File: config.mk
export PLATFORM = sky130hd
export DESIGN_NAME = ps2_host_tx
export DESIGN_NICKNAME = d
export VERILOG_FILES = /design/src/rtl/ps2_host_tx.sv
export SDC_FILE = /design/constraint.sdc
export NUM_CORES = 1
export LEC_CHECK = 0
export ABC_AREA = 1
export CORE_MARGIN = 5
export CORE_UTILIZATION = 50
export CTS_BUF_LIST = sky130_fd_sc_hd__clkbuf_16
export DETAILED_ROUTE_END_ITERATION = 6
export PLACE_DENSITY = 0.74
export SYNTH_ARGS = -nofsm -noshare
export SYNTH_HDL_FRONTEND = slang
export SYNTH_SLANG_ARGS = --single-unit
File: constraint.sdc
create_clock -name CLOCK_50 -period 1.65 [get_ports CLOCK_50]
set_clock_uncertainty 0.15 [all_clocks]
set_input_delay 0.33 -clock CLOCK_50 [delete_from_list [all_inputs] [get_ports CLOCK_50]]
set_output_delay 0.33 -clock CLOCK_50 [all_outputs]
set_load 0.01 [all_outputs]
File: src/rtl/ps2_host_tx.sv
`default_nettype none
// ============================================================================
//  Module      : ps2_host_tx
//  Description : Host-to-device PS/2 transmitter. Sends one command byte
//                (e.g. 0xED set-LEDs, 0xFF reset, 0xF4 enable) to the
//                keyboard by driving PS2_CLK / PS2_DAT as open-drain
//                pull-low enables. While busy the host owns the bus and the
//                receive path must ignore line activity.
//  Ports       : CLOCK_50    - system clock (50 MHz)
//                resetn      - asynchronous active-low reset
//                send        - one-cycle request, accepted only when idle
//                tx_data     - byte to send, sampled when send is accepted
//                ps2_clk_in  - raw PS2_CLK line level
//                ps2_dat_in  - raw PS2_DAT line level
//                ps2_clk_oe  - 1 = pull PS2_CLK low
//                ps2_dat_oe  - 1 = pull PS2_DAT low
//                busy        - transfer in progress
//                done        - one-cycle pulse, byte sent and ACK seen
//                error       - one-cycle pulse, timeout or missing ACK
//  Revision    : 1.0 - initial release
// ============================================================================
module ps2_host_tx #(
    parameter int INHIBIT_CYCLES = 5000,
    parameter int EDGE_TIMEOUT   = 750000
) (
    input  logic       CLOCK_50,
    input  logic       resetn,
    input  logic       send,
    input  logic [7:0] tx_data,
    input  logic       ps2_clk_in,
    input  logic       ps2_dat_in,
    output logic       ps2_clk_oe,
    output logic       ps2_dat_oe,
    output logic       busy,
    output logic       done,
    output logic       error
);

    // One counter serves both the inhibit delay and the edge timeout.
    localparam int c_cnt_max = (INHIBIT_CYCLES > EDGE_TIMEOUT) ? INHIBIT_CYCLES : EDGE_TIMEOUT;
    localparam int c_cnt_w   = $clog2(c_cnt_max + 1);

    localparam logic [c_cnt_w-1:0] c_inhibit_last = c_cnt_w'(INHIBIT_CYCLES - 1);
    localparam logic [c_cnt_w-1:0] c_timeout_last = c_cnt_w'(EDGE_TIMEOUT - 1);

    localparam logic [2:0] c_st_idle      = 3'd0;
    localparam logic [2:0] c_st_inhibit   = 3'd1;
    localparam logic [2:0] c_st_rts       = 3'd2;
    localparam logic [2:0] c_st_bits      = 3'd3;
    localparam logic [2:0] c_st_ack       = 3'd4;
    localparam logic [2:0] c_st_wait_idle = 3'd5;
    localparam logic [2:0] c_st_fail      = 3'd6;

    // ------------------------------------------------------------------
    // Input conditioning
    // ------------------------------------------------------------------
    logic [1:0] r_clk_sync;
    logic [1:0] r_dat_sync;
    logic       r_clk_prev;
    logic       w_clk_s;
    logic       w_dat_s;
    logic       w_fall;

    always_ff @(posedge CLOCK_50 or negedge resetn) begin
        if (!resetn) begin
            r_clk_sync <= 2'b11;
            r_dat_sync <= 2'b11;
            r_clk_prev <= 1'b1;
        end else begin
            r_clk_sync <= {r_clk_sync[0], ps2_clk_in};
            r_dat_sync <= {r_dat_sync[0], ps2_dat_in};
            r_clk_prev <= w_clk_s;
        end
    end

    assign w_clk_s = r_clk_sync[1];
    assign w_dat_s = r_dat_sync[1];
    assign w_fall  = r_clk_prev & ~w_clk_s;

    // ------------------------------------------------------------------
    // Transmit FSM
    // ------------------------------------------------------------------
    logic [2:0]         r_state;
    logic [9:0]         r_frame;
    logic [3:0]         r_idx;
    logic [c_cnt_w-1:0] r_cnt;
    logic               r_clk_oe;
    logic               r_dat_oe;
    logic               r_busy;
    logic               r_done;
    logic               r_error;

    logic [2:0]         w_nxt_state;
    logic [9:0]         w_nxt_frame;
    logic [3:0]         w_nxt_idx;
    logic [c_cnt_w-1:0] w_nxt_cnt;
    logic               w_nxt_clk_oe;
    logic               w_nxt_dat_oe;
    logic               w_nxt_busy;
    logic               w_nxt_done;
    logic               w_nxt_error;

    logic               w_timeout;
    logic [c_cnt_w-1:0] w_cnt_inc;

    assign w_timeout = (r_cnt == c_timeout_last);
    assign w_cnt_inc = r_cnt + 1'b1;

    always_ff @(posedge CLOCK_50 or negedge resetn) begin
        if (!resetn) begin
            r_state  <= c_st_idle;
            r_frame  <= '0;
            r_idx    <= '0;
            r_cnt    <= '0;
            r_clk_oe <= 1'b0;
            r_dat_oe <= 1'b0;
            r_busy   <= 1'b0;
            r_done   <= 1'b0;
            r_error  <= 1'b0;
        end else begin
            r_state  <= w_nxt_state;
            r_frame  <= w_nxt_frame;
            r_idx    <= w_nxt_idx;
            r_cnt    <= w_nxt_cnt;
            r_clk_oe <= w_nxt_clk_oe;
            r_dat_oe <= w_nxt_dat_oe;
            r_busy   <= w_nxt_busy;
            r_done   <= w_nxt_done;
            r_error  <= w_nxt_error;
        end
    end

    always_comb begin
        w_nxt_state  = r_state;
        w_nxt_frame  = r_frame;
        w_nxt_idx    = r_idx;
        w_nxt_cnt    = r_cnt;
        w_nxt_clk_oe = r_clk_oe;
        w_nxt_dat_oe = r_dat_oe;
        w_nxt_busy   = r_busy;
        w_nxt_done   = 1'b0;
        w_nxt_error  = 1'b0;

        case (r_state)
            c_st_idle: begin
                // The cycle carrying done is still IDLE; a request that lands
                // there is deliberately dropped.
                if (send && !r_done && !r_error) begin
                    w_nxt_frame  = {1'b1, ~^tx_data, tx_data};
                    w_nxt_clk_oe = 1'b1;
                    w_nxt_busy   = 1'b1;
                    w_nxt_cnt    = '0;
                    w_nxt_state  = c_st_inhibit;
                end
            end

            c_st_inhibit: begin
                if (r_cnt == c_inhibit_last) begin
                    w_nxt_dat_oe = 1'b1;    // start bit
                    w_nxt_state  = c_st_rts;
                end else begin
                    w_nxt_cnt = w_cnt_inc;
                end
            end

            c_st_rts: begin
                w_nxt_clk_oe = 1'b0;
                w_nxt_idx    = '0;
                w_nxt_cnt    = '0;
                w_nxt_state  = c_st_bits;
            end

            c_st_bits: begin
                if (w_fall) begin
                    // Stop bit is frame[9]=1, so the line is released for it.
                    w_nxt_dat_oe = ~r_frame[r_idx];
                    w_nxt_idx    = r_idx + 4'd1;
                    w_nxt_cnt    = '0;
                    if (r_idx == 4'd9) begin
                        w_nxt_state = c_st_ack;
                    end
                end else if (w_timeout) begin
                    w_nxt_clk_oe = 1'b0;
                    w_nxt_dat_oe = 1'b0;
                    w_nxt_busy   = 1'b0;
                    w_nxt_error  = 1'b1;
                    w_nxt_state  = c_st_fail;
                end else begin
                    w_nxt_cnt = w_cnt_inc;
                end
            end

            c_st_ack: begin
                if (w_fall) begin
                    if (!w_dat_s) begin
                        w_nxt_cnt   = '0;
                        w_nxt_state = c_st_wait_idle;
                    end else begin
                        w_nxt_clk_oe = 1'b0;
                        w_nxt_dat_oe = 1'b0;
                        w_nxt_busy   = 1'b0;
                        w_nxt_error  = 1'b1;
                        w_nxt_state  = c_st_fail;
                    end
                end else if (w_timeout) begin
                    w_nxt_clk_oe = 1'b0;
                    w_nxt_dat_oe = 1'b0;
                    w_nxt_busy   = 1'b0;
                    w_nxt_error  = 1'b1;
                    w_nxt_state  = c_st_fail;
                end else begin
                    w_nxt_cnt = w_cnt_inc;
                end
            end

            c_st_wait_idle: begin
                if (w_clk_s && w_dat_s) begin
                    w_nxt_done  = 1'b1;
                    w_nxt_busy  = 1'b0;
                    w_nxt_state = c_st_idle;
                end else if (w_timeout) begin
                    w_nxt_clk_oe = 1'b0;
                    w_nxt_dat_oe = 1'b0;
                    w_nxt_busy   = 1'b0;
                    w_nxt_error  = 1'b1;
                    w_nxt_state  = c_st_fail;
                end else begin
                    w_nxt_cnt = w_cnt_inc;
                end
            end

            c_st_fail: begin
                // Lines, busy and the error pulse were all set on entry, so
                // they are visible for exactly this one cycle.
                w_nxt_state = c_st_idle;
            end

            default: begin
                w_nxt_clk_oe = 1'b0;
                w_nxt_dat_oe = 1'b0;
                w_nxt_busy   = 1'b0;
                w_nxt_state  = c_st_idle;
            end
        endcase
    end

    assign ps2_clk_oe = r_clk_oe;
    assign ps2_dat_oe = r_dat_oe;
    assign busy       = r_busy;
    assign done       = r_done;
    assign error      = r_error;

endmodule
`default_nettype wire

==> out/metrics.csv <==
metric;value;unit
antenna-violating nets left;0;
Cell Pwr Density;1080;nW/um2
vias in the first global route;3628;
reg2reg start;r_cnt[9];
worst min path class;reg2reg;
Max rail drop VDD;0.969;mV
Worst slew margin;79.5;%
Avg Cell Area, Syn;6.71;um2
num rows;29;
R2R setup slack;-120;ps
RD Place Congestion;0.922;
RSZ-0062 raised after global routing;true;
Layout area overhead;50.7;%
CP Capture Type;flop;
CTS tree;done;
Synthesized Nets;497;
Clock Sinks;47;
routed len/inst;15.9;um
R2R cell count;7;
Top Ports;18;
Distinct cells, synth;33;
Final Cycle Share;107;%
maximum root-to-sink buffer count;2;
Final Critical Period;1770;ps
Cells after Synth;481;
die width;90.4;um
Cell Area, Synth;3230;um2
FFs w/ async S/R, synth;100;%
Synth top area share;32.6;%
Worst setup SP type;flop;
Synth Flop Type;dfrtp_1;
drt drc;0;
clk_lat worst skew;290;ps
total number of vias;3900;
Port Buffer Count;17;
Final Max Tran Viols;0;
Die ar.;8160;um2
most numerous cell in the Yosys netlist;nand2_1;
Finished Layout Cells;686;
Total Power;0.00524;W
yosys warns;0;
flop and latch count out of synthesis;47;
hold path cells;0;
Ant. Diodes;0;
DRT Wirelength;10900;um
H-tree levels;2;
critical path class;reg2reg;
CP arrival;1840;ps
WP data required;1710;ps
Leakage;2.45;nW
final setup violating endpoints;28;
EDFF count, synth;0;
Critical Path Fanout Max;5;
initial antenna violation count;0;
layout cells sized above 1;38.1;%
detail-routed via count per cell;5.69;
largest net degree at the start of global routing;48;
total CTS buffers;5;
Worst Max-Slew Pin Slew;306;ps
status;finished with violations;
dpl ws;-425;ps
clk slew on worst S/H paths;70;ps
maximum clock frequency;0.565;GHz
FF-to-FF End;r_cnt[16];
hpwl dp;7020;um
initial core utilization;51.1;%
Total GRT Usage;24.4;%
placed insts;653;
WHS Endpoint;r_dat_sync[1];
sequential area share after synthesis;36.6;%
Max-Cap Viols;0;
Nets;624;
DRT Pass-1 Iters;5;
largest cells by area after synthesis;dfrtp_1, nand2_1, nand3_1;
global-route wire length before repair;16400;um
final hold viol count;0;
die height;90.4;um
violated checks;negative setup slack;
final worst slack;-121;ps
Synth area leader;dfrtp_1;
Iter 0 DRT Violations;427;
global route total overflow;0;
core box area;6310;um2
root buf cell;clkbuf_16;
most frequent cells after synthesis;nand2_1, nand3_1, inv_1, nor2_1, dfrtp_1;
HP Start;r_dat_sync[0];
## cell families after synthesis
kind of cell | after synthesis | share of synthesized area [%]
and+or+nand+nor | 306 | 42.2
buffers and inverters | 73 | 9.34
adders and majority gates | 3 | 1.16
xor gates and xnor gates | 14 | 3.80
DFF | 47 | 36.6
AOI/OAI and AO/OA | 38 | 6.86
## per-layer routing
metal  share of wire (%)  routed length [um]  track usage [%]  up-vias
met5                   0                   0                0        -
met4                 3.7                 401             9.93        0
met3                 6.6                 721             3.92       52
met2                  50                5390             42.6      208
met1                  40                4370             29.7     1828
li1                    -                   -                -     1812
## worst max-delay path by stage
stage / from / to / slack, ps
final: r_cnt[9] / r_cnt[16] / -120
after global routing: r_cnt[9] / r_cnt[16] / -210
after CTS: r_clk_sync[1] / r_cnt[18] / -90
after detailed placement: send / r_cnt[0] / -420
after global placement: send / r_cnt[1] / -370
after floorplan: r_cnt[0] / r_cnt[5] / -10
## cell type report
type	instances	area, um2
clock buffer	5	125
clock inverter	3	16.3
fill	444	1450
inverter	62	240
multi-input combinational	361	2050
sequential	47	1190
tap	77	96.3
timing repair buffer	131	1140
## where the power goes
group | internal (W) | leakage, nW | switching [W]
registers | 0.00138 | 0.584 | 0.000184
logic | 0.00122 | 1.79 | 0.00144
clock network | 0.000554 | 0.0710 | 0.000458
## flip-flops by register name, summed over array words and instances, names as in the netlist
register,flops
r_dat_sync,2
ps2_clk_oe,1
r_clk_sync,2
ps2_dat_oe,1
r_clk_prev,1
r_cnt,20
busy,1
r_frame,10
r_idx,4
r_state,3
error,1
done,1
## placed cells by master (no fill, tap or decap), types with 2 or more instances in the layout
cell type	netlist	final
nor3_2	0	2
clkdlybuf4s50_1	0	10
nand2_1	140	118
nor2_4	1	13
dlygate4sd2_1	0	5
xnor2_1	6	6
ha_1	3	2
dfrtp_2	0	8
nor2_2	4	15
nand3_2	2	12
inv_2	4	9
dfstp_2	5	5
xor2_1	8	6
dfrtp_1	42	34
o21ai_0	10	6
o21ai_2	7	11
inv_1	56	52
nor2_1	56	33
buf_4	1	102
a21oi_1	11	10
nand2_2	5	25
nand4_1	23	23
clkbuf_16	0	7
nand3_1	67	57
buf_6	2	3
nand2_4	1	3
buf_12	0	6
o21ai_1	7	6
xor2_2	0	2
nor3_1	4	2
## per-stage QoR
stage	utilization, %	area [um2]	hold slack [ps]	setup TNS (ps)
final	77.0	4860	207	-2020
after global routing	77.0	4860	215	-4440
after CTS	72.8	4600	208	-1230
after detailed placement	66.2	4180	184	-9710
after global placement	66.2	4180	184	-7960
after floorplan	-	3240	-116	-66.8
## what timing repair did
item / 4_1_cts / 5_1_grt
hold endpoints to repair: 42 / 0
hold buffers: 1 / 0
endpoints found under the setup margin: 33 / 29
pin swaps: 12 / 24
buffers inserted: 15 / 7
gates cloned: 0 / 2
gates resized for setup: 58 / 50
## worst max-delay path: stages (launching register included)
cell and delay (ps):
dfrtp_2 430, nand2_1 160, nor2_1 300, buf_4 170
nand2_1 60, o21bai_1 170, nand3_1 110, o21ai_1 140
Note: power is estimated with default switching activity, not from simulation.
